File: config.mk
export PLATFORM = sky130hd
export DESIGN_NAME = systolic_pe
export DESIGN_NICKNAME = d
export VERILOG_FILES = /design/src/rtl/systolic_pkg.sv /design/src/rtl/sat_add.sv /design/src/rtl/systolic_pe.sv
export SDC_FILE = /design/constraint.sdc
export NUM_CORES = 1
export LEC_CHECK = 0
export ABC_CLOCK_PERIOD_IN_PS = 19500
export CAP_MARGIN = 5
export CORE_ASPECT_RATIO = 1.2
export CORE_MARGIN = 8
export CORE_UTILIZATION = 64
export DETAILED_ROUTE_END_ITERATION = 16
export PLACE_DENSITY_LB_ADDON = 0.12
export SLEW_MARGIN = 20
export SYNTH_ARGS = -nofsm -noshare
export SYNTH_HDL_FRONTEND = slang
export SYNTH_SLANG_ARGS = --single-unit
File: constraint.sdc
create_clock -name clk -period 19.5 [get_ports clk]
set_clock_uncertainty 0.15 [all_clocks]
set_input_delay 4.875 -clock clk [delete_from_list [all_inputs] [get_ports clk]]
set_output_delay 4.875 -clock clk [all_outputs]
set_load 0.02 [all_outputs]
File: src/rtl/systolic_pkg.sv
// Shared constants for the systolic processing element: mode encodings and
// the default accumulator width rule.
package systolic_pkg;

  localparam logic MODE_WS = 1'b0;  // weight-stationary
  localparam logic MODE_OS = 1'b1;  // output-stationary

  // Default accumulator width: full product plus 4 guard bits for summation.
  function automatic int acc_width_default(input int data_width);
    return 2 * data_width + 4;
  endfunction

endpackage

File: src/rtl/sat_add.sv
// Signed add with either saturation or two's-complement wrap; ovf flags that
// the true sum did not fit in ACC_WIDTH bits.
module sat_add #(
  parameter int ACC_WIDTH = 12,
  parameter bit SAT       = 1'b1
) (
  input  logic signed [ACC_WIDTH-1:0] a,
  input  logic signed [ACC_WIDTH-1:0] b,
  output logic signed [ACC_WIDTH-1:0] sum,
  output logic                        ovf
);

  logic signed [ACC_WIDTH:0] w_wide;

  assign w_wide = {a[ACC_WIDTH-1], a} + {b[ACC_WIDTH-1], b};
  // Top two bits disagree exactly when the result left the ACC_WIDTH range.
  assign ovf    = w_wide[ACC_WIDTH] ^ w_wide[ACC_WIDTH-1];

  // Clamp toward the sign of the true result when saturating, else wrap.
  always_comb begin
    sum = w_wide[ACC_WIDTH-1:0];
    if (SAT && ovf)
      sum = w_wide[ACC_WIDTH] ? {1'b1, {(ACC_WIDTH-1){1'b0}}}
                              : {1'b0, {(ACC_WIDTH-1){1'b1}}};
  end

endmodule

File: src/rtl/systolic_pe.sv
// Systolic array processing element. Weight-stationary mode keeps a
// double-buffered weight and adds its product onto the partial sum flowing
// through; output-stationary mode accumulates locally and drains on request.
// Every output is a register, one cycle behind its inputs.
module systolic_pe
  import systolic_pkg::*;
#(
  parameter int DATA_WIDTH = 4,
  parameter int ACC_WIDTH  = acc_width_default(DATA_WIDTH),
  parameter bit SAT        = 1'b1
) (
  input  logic                         clk,
  input  logic                         reset,
  input  logic                         mode,
  input  logic                         in_valid,
  input  logic signed [DATA_WIDTH-1:0] in_val,
  input  logic signed [DATA_WIDTH-1:0] in_weight,
  input  logic                         weight_shift,
  input  logic                         weight_swap,
  input  logic signed [ACC_WIDTH-1:0]  in_sum,
  input  logic                         drain,
  input  logic                         clear_acc,
  output logic                         out_valid,
  output logic signed [DATA_WIDTH-1:0] out_val,
  output logic signed [DATA_WIDTH-1:0] out_weight,
  output logic                         out_weight_shift,
  output logic                         out_weight_swap,
  output logic signed [ACC_WIDTH-1:0]  out_sum,
  output logic                         out_sat
);

  localparam int PW = 2 * DATA_WIDTH;

  if (ACC_WIDTH < PW) begin : g_bad_width
    $error("systolic_pe: ACC_WIDTH must be at least 2*DATA_WIDTH");
  end

  logic signed [DATA_WIDTH-1:0] r_shadow;
  logic signed [DATA_WIDTH-1:0] r_active;
  logic signed [ACC_WIDTH-1:0]  r_acc;
  logic                         r_mode_prev;

  logic                         w_is_os;
  logic                         w_mode_chg;
  logic signed [PW-1:0]         w_ws_prod;
  logic signed [PW-1:0]         w_os_prod;
  logic signed [ACC_WIDTH-1:0]  w_ws_ext;
  logic signed [ACC_WIDTH-1:0]  w_os_ext;
  logic signed [ACC_WIDTH-1:0]  w_os_base;
  logic signed [ACC_WIDTH-1:0]  w_ws_sum;
  logic signed [ACC_WIDTH-1:0]  w_os_sum;
  logic                         w_ws_ovf;
  logic                         w_os_ovf;
  logic                         w_ovf;

  assign w_is_os    = (mode == MODE_OS);
  assign w_mode_chg = (mode != r_mode_prev);

  // Full-precision products, sign-extended before entering the adder.
  assign w_ws_prod  = in_val * r_active;
  assign w_os_prod  = in_val * in_weight;
  assign w_ws_ext   = ACC_WIDTH'(w_ws_prod);
  assign w_os_ext   = ACC_WIDTH'(w_os_prod);

  // Drain, clear or a mode change restart accumulation from zero, so a beat
  // arriving in the same cycle becomes the first term of the new sum.
  assign w_os_base  = (w_mode_chg || drain || clear_acc) ? '0 : r_acc;

  sat_add #(.ACC_WIDTH(ACC_WIDTH), .SAT(SAT)) u_ws_add (
    .a   (in_sum),
    .b   (w_ws_ext),
    .sum (w_ws_sum),
    .ovf (w_ws_ovf)
  );

  sat_add #(.ACC_WIDTH(ACC_WIDTH), .SAT(SAT)) u_os_add (
    .a   (w_os_base),
    .b   (w_os_ext),
    .sum (w_os_sum),
    .ovf (w_os_ovf)
  );

  assign w_ovf = in_valid & (w_is_os ? w_os_ovf : w_ws_ovf);

  // Weight buffers, accumulator and all registered outputs.
  always_ff @(posedge clk) begin
    if (!reset) begin
      r_shadow         <= '0;
      r_active         <= '0;
      r_acc            <= '0;
      r_mode_prev      <= MODE_WS;
      out_valid        <= 1'b0;
      out_val          <= '0;
      out_weight       <= '0;
      out_weight_shift <= 1'b0;
      out_weight_swap  <= 1'b0;
      out_sum          <= '0;
      out_sat          <= 1'b0;
    end else begin
      out_valid   <= in_valid;
      out_val     <= in_val;
      r_mode_prev <= mode;
      // A fresh overflow wins over clear_acc so it is never lost.
      out_sat     <= (clear_acc ? 1'b0 : out_sat) | w_ovf;

      if (w_is_os) begin
        out_weight_shift <= 1'b0;
        out_weight_swap  <= 1'b0;
        if (in_valid) begin
          r_acc      <= w_os_sum;
          out_weight <= in_weight;
        end else begin
          r_acc      <= w_os_base;
        end
        if (drain)
          out_sum <= w_mode_chg ? '0 : r_acc;
        else
          out_sum <= in_sum;
      end else begin
        out_weight_shift <= weight_shift;
        out_weight_swap  <= weight_swap;
        // Both use the pre-edge shadow, so shift+swap loads the old shadow.
        if (weight_shift) begin
          r_shadow   <= in_weight;
          out_weight <= r_shadow;
        end
        if (weight_swap)
          r_active <= r_shadow;
        if (in_valid)
          out_sum <= w_ws_sum;
        if (w_mode_chg || clear_acc)
          r_acc <= '0;
      end
    end
  end

endmodule

==> After elaboration in Yosys (flattened, before gate mapping) <==
Cells that the tools add are included.
W data, S select, Z words.
{ "word_totals": {"out_inout_bits": 24, "ff_bits": 45, "in_bits": 28} }
{ "classes": {"addsub": 2, "n_reduce_logical": 10, "multipliers": 2, "bitwise": 6, "n_eq_ne": 2, "muxes": 17} }
{ "op_table": {"columns": ["cell", "count"], "rows": [
  ["$mux W12", 12],
  ["$add A12 B8 Y13", 2],
  ["$mul A4 B4 Y8", 2],
  ["$mux W4", 3],
  ["$reduce_and A2 Y1", 3],
  ["$reduce_bool A2 Y1", 3],
  ["$logic_or A1 B1 Y1", 3],
  ["$mux W1", 2],
  ["$ne A2 B1 Y1 const B", 1],
  ["$not A1 Y1", 2],
  ["$reduce_or A2 Y1", 1],
  ["$xor A1 B1 Y1", 2],
  ["$and A1 B1 Y1", 1],
  ["$ne A1 B1 Y1", 1],
  ["$or A1 B1 Y1", 1]
]} }

==> Logic depth before layout (Yosys ltp) <==
Gate-level depths: netlist of the first run.
{ "logic_depth": {"word_depth": 9, "ltp_mapped": 20} }

==> By module <==
A second synthesis of the first run with hierarchy kept.
{ "hier_totals": {"hier_cells": 533, "area_unflattened_um2": 4832.1} }
{ "by_module_without_submodules": {"columns": ["mod", "n_inst", "area_per_inst_um2", "cells_each"], "rows": [
  ["systolic_pe", 1, 3368.2, 353],
  ["sat_add", 2, 732.0, 90]
]} }

==> Least setup slack after synthesis of the first run <==
No wires, ideal clock.
{ "synth_path": {"path_kind": "input-to-reg", "from": "in mode", "to": "reg r_acc[9]", "setup_ps": 130, "path_slack_ps": 9877, "arrival_ps": 9344, "cell_stages": 18, "path_cell_list": "clkbuf_1 > xor2_1 > nor3_1 > clkbuf_1 > nand2_1 > fa_1 > fa_1 > fa_1 > inv_1 > ha_1 > a21o_2 > a2111o_1 > and4_2 > nor3_4 > o31ai_4 > buf_6 > o2111ai_1 > o211ai_1"} }
{ "synth_via": {"elab_chain_len": 9} }
{ "synth_lines": {"columns": ["item", "line_no", "rtl"], "rows": [
  ["from (decl)", "systolic_pe.sv:14", "input logic mode,"],
  ["$ne A1 B1 Y1", "systolic_pe.sv:57", "assign w_mode_chg = (mode != r_mode_prev);"],
  ["$logic_or A1 B1 Y1 (2 in series)", "systolic_pe.sv:67", "assign w_os_base = (w_mode_chg || drain || clear_acc) ? '0 : r_acc;"],
  ["$mux W12", "systolic_pe.sv:67", null],
  ["$add A12 B8 Y13", "sat_add.sv:15", "assign w_wide = {a[ACC_WIDTH-1], a} + {b[ACC_WIDTH-1], b};"],
  ["$mux W12 / $xor A1 B1 Y1 (equally long branches)", "sat_add.sv:23, sat_add.sv:17", null],
  ["$mux W12", "sat_add.sv:22", "if (SAT && ovf)"],
  ["$mux W12", "systolic_pe.sv:109", "if (in_valid) begin"],
  ["$mux W12", "systolic_pe.sv:106", "if (w_is_os) begin"],
  ["to (signal assigned)", "systolic_pe.sv:110", "r_acc <= w_os_sum;"],
  ["to (signal assigned)", "systolic_pe.sv:113", "r_acc <= w_os_base;"],
  ["to (decl)", "systolic_pe.sv:40", "logic signed [ACC_WIDTH-1:0] r_acc;"]
]} }
Several ways; a longest one is shown, not always the timed one.
A chain may end at the register's enable or synchronous reset.

==> Worst setup path in the final report of the first run <==
{ "layout_path": {"from": "in drain", "to": "reg r_acc[6]"} }
{ "layout_via": {"elab_chain_len": 8} }
{ "layout_lines": {"columns": ["item", "line_no", "rtl"], "rows": [
  ["from (decl)", "systolic_pe.sv:21", "input logic drain,"],
  ["$logic_or A1 B1 Y1 (*) (2 in series)", "systolic_pe.sv:67", null],
  ["$mux W12 (*)", "systolic_pe.sv:67", null],
  ["$add A12 B8 Y13", "sat_add.sv:15", null],
  ["$mux W12 / $xor A1 B1 Y1 (equally long branches)", "sat_add.sv:23, sat_add.sv:17", null],
  ["$mux W12", "sat_add.sv:22", null],
  ["$mux W12 (*)", "systolic_pe.sv:109", null],
  ["$mux W12 (*)", "systolic_pe.sv:106", null]
]} }
Every way passes the cells marked *; elsewhere a longest branch is shown, timed or not.

==> results of run 1 <==
[layout make-up]
cell class                 instances  area (um2)
multi-input combinational        414        3720
fill                             635        2160
sequential                        45         901
timing repair buffer              55         541
inverter                         121         454
tap                               95         119
clock buffer                       5        68.8
clock inverter                     1        5.00
[logic make-up (layout without fill, tap and decap cells)]
group | after synthesis | count (layout)
and+or+nand+nor | 173 | 173
AOI/OAI and AO/OA | 102 | 102
adders and majority gates | 105 | 105
muxes | 13 | 13
xor gates and xnor gates | 21 | 21
buffers and inverters | 142 | 182
DFF | 45 | 45
[routing by layer]
metal,vias up,part of all wire (%)
met5,-,0
met4,0,2.0
met3,20,5.1
met2,101,50
met1,2060,43
li1,2054,-
[registers in the layout, indices dropped and copies added (netlist names)]
signal / flops
out_sat: 1
out_sum: 12
out_val: 4
out_valid: 1
out_weight: 4
out_weight_shift: 1
out_weight_swap: 1
r_acc: 12
r_active: 4
r_mode_prev: 1
r_shadow: 4
[synth_stat cells (2+ instances only)]
| cell | instances |
|---|---|
| maj3_1 | 4 |
| nor2b_1 | 17 |
| o21ai_1 | 2 |
| dfxtp_1 | 45 |
| and3_2 | 2 |
| clkbuf_1 | 18 |
| xor2_1 | 9 |
| o31ai_1 | 4 |
| nand2_1 | 29 |
| mux2i_1 | 12 |
| o2111ai_1 | 8 |
| a21oi_1 | 15 |
| o211a_1 | 5 |
| o21ai_0 | 22 |
| a221o_1 | 8 |
| nor3b_1 | 8 |
| a21o_2 | 6 |
| nor2_1 | 26 |
| nor3_1 | 6 |
| xnor2_1 | 12 |
| and2_1 | 41 |
| fa_1 | 48 |
| a31oi_1 | 2 |
| o21bai_1 | 2 |
| o211ai_1 | 8 |
| ha_1 | 52 |
| o21a_1 | 2 |
| nand2b_1 | 6 |
| a21o_1 | 4 |
| inv_1 | 121 |
| nand3b_1 | 3 |
| nand3_1 | 18 |
| o311a_1 | 2 |
| and3_1 | 6 |
[where the power goes]
part / internal [mW] / total, mW / switching (mW)
clock: 0.0236 / 0.0543 / 0.0307
combinational: 0.0731 / 0.172 / 0.0988
sequential: 0.0999 / 0.107 / 0.00666
total: 0.197 / 0.333 / 0.136
[placed cells by master, fill, tap and decap left out, types with 3 or more instances in the layout]
master           instances
inv_1                  121
ha_1                    52
clkdlybuf4s50_1         51
fa_1                    48
dfxtp_1                 45
and2_1                  41
nand2_1                 29
nor2_1                  26
o21ai_0                 22
nand3_1                 18
nor2b_1                 17
a21oi_1                 15
mux2i_1                 12
xnor2_1                 12
xor2_1                   9
a221o_1                  8
o211ai_1                 8
o2111ai_1                8
nor3b_1                  8
nand2b_1                 6
a21o_2                   6
and3_1                   6
nor3_1                   6
o211a_1                  5
clkbuf_8                 5
o31ai_1                  4
a21o_1                   4
maj3_1                   4
buf_4                    4
nand3b_1                 3
[through the flow]
stage / area (um2) / total power, mW / std cells / setup slack, ns / util [%]
2_1_floorplan: 5170 / 0.234 / 601 / 9.88 / -
3_3_place_gp: 5740 / 0.271 / 730 / 9.26 / 72.0
3_5_place_dp: 5740 / 0.279 / 730 / 9.07 / 72.0
4_1_cts: 5810 / 0.333 / 736 / 9.37 / 72.9
5_1_grt: 5810 / 0.358 / 736 / 9.03 / 72.9
6_report: 5810 / 0.333 / 736 / 9.36 / 72.9
[critical path, delay by kind of cell]
kind / cells / cell delay (ns)
simple gates: 4 / 0.62
compound gates: 5 / 1.76
buf+inv: 4 / 1.25
fa+ha+maj: 4 / 1.69
[final timing paths]
path                     startpoint               endpoint  cells after the start
min reg2reg   r_acc[0]$_SDFFE_PN0P_  r_acc[0]$_SDFFE_PN0P_                      2
min           r_acc[0]$_SDFFE_PN0P_  r_acc[0]$_SDFFE_PN0P_                      2
max reg2reg  r_mode_prev$_SDFF_PN0_  r_acc[6]$_SDFFE_PN0P_                     17
max                           drain  r_acc[6]$_SDFFE_PN0P_                     17
==> results.py, run 1 <==
metrics = {
    "synth": {
        "synth_fp_nets": 729,
        "avgSynthCellArea_um2": 8.60,
        "ys_seq_area_share_pct": 17.4,
        "netlist_instances": 601,
        "yosys.cell_types.count": 62,
        "synth_top_family_by_area": "adder cells",
        "syn-cell-area_um2": 5170,
        "yosysWarnings": 0,
        "synth_ff_type": "dfxtp_1",
        "synthAdderAreaFrac_pct": 32.2,
        "ys_ff_latch": 45,
        "synth_area_leader_cell": "fa_1",
        "yosys.area.top_type_share_pct": 18.6,
        "netlist_top_cells_area": "fa_1 (19%), dfxtp_1 (17%), ha_1 (13%)",
        "synth_compound_area_share_pct": 15.2,
        "muxShareOfSynthArea_pct": 2.54,
        "synthXorXnorAreaFrac_pct": 3.56,
        "yosys.area_share.simple_pct": 18.5,
        "async_flop_share_pct": 0,
        "synth-edff-count": 0,
    },
    "critical_path": {
        "required_ns": 19.57,
        "worst-r2r-setup-slack_ns": 14.16,
        "worst-setup-path-type": "in2reg",
        "path_cells": "clkdlybuf4s50_1 -> nor3_1 -> buf_4 -> and2_1 -> ha_1 -> fa_1 -> inv_1 -> fa_1 -> inv_1 -> ha_1 -> and3_1 -> a2111o_1 -> a311oi_4 -> nor3_4 -> o31ai_4 -> o2111ai_1 -> o211ai_1",
        "arrival_ns": 10.21,
        "crit_path_end_kind": "flip-flop",
        "crit_path_top_delay_cell": "clkdlybuf4s50_1",
        "cp_max_fo": 25,
        "cp_slowest_stage_delay_ns": 0.92,
        "startpoint_type": "primary input",
    },
    "global_route": {
        "grt_util_met3_pct": 4.14,
        "grt_pass1_wl_mm": 20.3,
        "antenna_found_initial": 0,
        "gr-usage-met1_pct": 26.4,
        "grt_pass1_vias": 4259,
        "grt_max_degree": 30,
        "grt_overflow": 0,
        "grt.met2_usage_pct": 39.4,
        "grt_use_total_pct": 22.0,
        "busiest_layer": "met2",
    },
    "finish": {
        "diodes": 0,
        "drive_above_1_share_pct": 4.84,
        "area_growth_pct": 12.4,
        "fin_nets": 770,
    },
    "route": {
        "ant_nets": 0,
        "initialDrtViolationCount": 194,
        "vias": 4235,
        "drt_first_pass_iters": 5,
        "drc_errors": 0,
        "wire_per_inst_um": 16.1,
        "wl_mm": 11.9,
        "via_per_inst": 5.75,
    },
    "sta": {
        "report.final.slew_viol_count": 0,
        "post-route-period-util_pct": 52.0,
        "worst_pin_slew_ns": 0.708,
        "fin_tns_setup_ns": 0,
        "relSlewSlack_pct": 52.6,
        "fmax_ghz": 0.0986,
        "whs_ns": 0.327,
        "rsz0062_at_grt": "no",
        "hold_violations": 0,
        "fin_crit_ns": 10.14,
        "setup_violations": 0,
    },
    "power": {
        "power_density_nw_per_um2": 57.3,
        "ir_drop_v": 0.0000390,
        "power.leakage_nw": 2.79,
    },
    "min_path": {
        "hp-class": "reg2reg",
    },
    "floorplan": {
        "initial_core_util_pct": 64.8,
        "ioPinCount": 52,
        "die_h_um": 114,
        "dieWidth_um": 98.0,
        "coreArea_um2": 7970,
        "rows": 36,
        "fp.dieArea_um2": 11200,
    },
    "clocking": {
        "cts_resized": 0,
        "clock-sinks": 45,
        "insertion_delay_ns": 0.30,
        "ctsHoldBuffers": 0,
        "cts_tree": "done",
        "root_buffer": "clkbuf_8",
        "numCtsBuffers": 5,
        "h-tree-depth": 2,
        "cts.clk_slew.worst_paths_ns": 0.08,
        "post_cts_buffers": 0,
        "cts_buffer_depth": 2,
    },
    "run": {
        "maxCapViolCount": 0,
    },
    "placement": {
        "io_buffers": 51,
        "dp_hpwl_mm": 9.89,
        "place.gp.congestion": 0.842,
    },
    "run_status": {
        "status": "complete, no violations",
    },
}
Note: power is estimated with default switching activity, not from simulation.
==> run 2: changes to the inputs <==
Settings changed: ABC_CLOCK_PERIOD_IN_PS 19500 to 9100, CORE_UTILIZATION 64 to 53.
Clock period 19.5 ns to 9.1 ns, I/O delays scaled along.
==> results.py, run 2 (synthesis gave the netlist of run 1 again) <==
metrics = {
    "critical_path": {
        "critPathTopFamily": "adder cells",
        "reg2regPathDepth": 16,
        "arrival_ns": 7.38,
        "crit_path_end_kind": "flip-flop",
        "crit_path_top_delay_cell": "clkdlybuf4s50_1",
        "cp_slowest_stage_delay_ns": 0.58,
        "startpoint_type": "primary input",
        "worst-r2r-setup-slack_ns": 3.69,
        "required_ns": 9.12,
        "rr_endpoint": "r_acc[1]$_SDFFE_PN0P_",
        "worst-setup-path-type": "in2reg",
        "rr_startpoint": "r_mode_prev$_SDFF_PN0_",
        "critPathBufInv": 3,
        "cp_max_fo": 9,
        "path_cells": "clkdlybuf4s50_1 -> and2_1 -> o21bai_1 -> ha_1 -> inv_1 -> fa_1 -> fa_1 -> inv_1 -> ha_1 -> and3_1 -> a2111o_1 -> and4_2 -> nor3_4 -> o211ai_1 -> nand2_1 -> o31ai_1",
    },
    "sta": {
        "fmax_ghz": 0.136,
        "fin_tns_setup_ns": 0,
        "worst_slack_ns": 1.74,
        "setup_violations": 0,
        "hold_violations": 0,
        "report.final.slew_viol_count": 0,
        "rsz0062_at_grt": "no",
        "fin_crit_ns": 7.36,
        "worst_pin_slew_ns": 0.904,
        "relSlewSlack_pct": 39.5,
        "post-route-period-util_pct": 80.8,
    },
    "global_route": {
        "grt_max_degree": 30,
        "grt_use_total_pct": 19.3,
        "grt_pass1_vias": 4291,
        "grt_pass1_wl_mm": 20.6,
        "antenna_found_initial": 0,
        "grt_overflow": 0,
    },
    "clocking": {
        "insertion_delay_ns": 0.29,
        "h-tree-depth": 2,
        "root_buffer": "clkbuf_16",
        "cts.clk_slew.worst_paths_ns": 0.07,
        "post_cts_buffers": 0,
        "cts_buffer_depth": 2,
        "cts_tree": "done",
        "clock-sinks": 45,
        "ctsHoldBuffers": 0,
        "cts_resized": 0,
        "numCtsBuffers": 5,
    },
    "min_path": {
        "hold_path_end": "r_acc[10]$_SDFFE_PN0P_",
        "hold_path.startpoint": "r_acc[10]$_SDFFE_PN0P_",
        "hold_depth": 2,
        "hp-class": "reg2reg",
    },
    "route": {
        "drt_first_pass_iters": 4,
        "initialDrtViolationCount": 240,
        "wire_per_inst_um": 15.9,
        "via_per_inst": 5.45,
        "ant_nets": 0,
        "vias": 4175,
        "drc_errors": 0,
        "wl_mm": 12.1,
    },
    "floorplan": {
        "initial_core_util_pct": 54.3,
        "coreArea_um2": 9520,
        "fp.dieArea_um2": 13200,
        "ioPinCount": 52,
        "dieWidth_um": 106,
        "die_h_um": 124,
        "rows": 39,
    },
    "run_status": {
        "status": "complete, no violations",
    },
    "power": {
        "ir_drop_v": 0.0000740,
        "power.leakage_nw": 2.84,
        "power_density_nw_per_um2": 136,
    },
    "placement": {
        "dp_slack_ns": 1.45,
        "io_buffers": 51,
        "dp_hpwl_mm": 10.0,
        "place.gp.congestion": 0.871,
    },
    "finish": {
        "drive_above_1_share_pct": 5.13,
        "diodes": 0,
        "fill_cells": 864,
        "final_common_cell": "inv_1",
        "area_growth_pct": 15.1,
        "layout_common_cells": "inv_1 (121), ha_1 (52), clkdlybuf4s50_1 (51)",
        "top_regs": "out_sum x12, r_acc x12",
        "fin_nets": 770,
    },
    "run": {
        "maxCapViolCount": 0,
    },
}
run 2: cell count changes in the layout (fill, tap and decap cells not counted), sizes merged:
cell	before	now
inv	121	122
bufinv	0	1
run 2: worst max-delay path by stage:
stage,startpoint,end,cells past startpoint
3_3_place_gp,in_val[3],r_acc[10]$_SDFFE_PN0P_,16
3_5_place_dp,in_val[3],r_acc[1]$_SDFFE_PN0P_,16
4_1_cts,in_val[3],r_acc[1]$_SDFFE_PN0P_,16
5_1_grt,in_val[3],r_acc[0]$_SDFFE_PN0P_,16
2_1_floorplan,mode,r_acc[9]$_SDFFE_PN0P_,18
6_report,in_val[3],r_acc[1]$_SDFFE_PN0P_,16
run 2: worst reg2reg max path: cells and delay by family, from the launching register on:
family | cells | cell delay [ns]
xor gates and xnor gates | 1 | 0.13
buffers and inverters | 2 | 0.28
and+or+nand+nor | 5 | 1.16
AOI/OAI and AO/OA | 4 | 1.12
DFF | 1 | 0.63
adders and majority gates | 4 | 1.82
run 2: cell type report:
| type | count | area (um2) | share of cell area (%) |
|---|---|---|---|
| Clock buffer | 5 | 125 | 2.10 |
| Clock inverter | 3 | 50.0 | 0.842 |
| Inverter | 121 | 454 | 7.64 |
| Multi-Input combinational cell | 414 | 3720 | 62.6 |
| Sequential cell | 45 | 901 | 15.1 |
| Tap cell | 123 | 154 | 2.59 |
| Timing Repair Buffer | 55 | 541 | 9.09 |
run 2: metal layers:
layer	vias to the layer above	routed length (um)	share of wire, %	GRT usage (%)
met4	0	171	1.4	4.23
met5	-	0	0	0
met3	14	530	4.4	3.16
met1	2015	5450	45	23.8
met2	88	5990	49	34.6
li1	2058	-	-	-
run 2: where the power goes:
group / total [mW] / internal, mW / switching (mW)
clock: 0.215 / 0.132 / 0.0832
combinational: 0.365 / 0.157 / 0.208
sequential: 0.229 / 0.214 / 0.0145
run 2: per-stage QoR:
stage / cell area [um2] / hold slack, ns / power [mW] / cells / util, %
after global placement: 5770 / 0.313 / 0.587 / 758 / 60.7
final: 5950 / 0.319 / 0.809 / 766 / 62.5
after global routing: 5950 / 0.348 / 0.864 / 766 / 62.5
after CTS: 5950 / 0.322 / 0.813 / 766 / 62.5
after detailed placement: 5770 / 0.313 / 0.596 / 758 / 60.7
after floorplan: 5170 / 0.287 / 0.501 / 601 / -
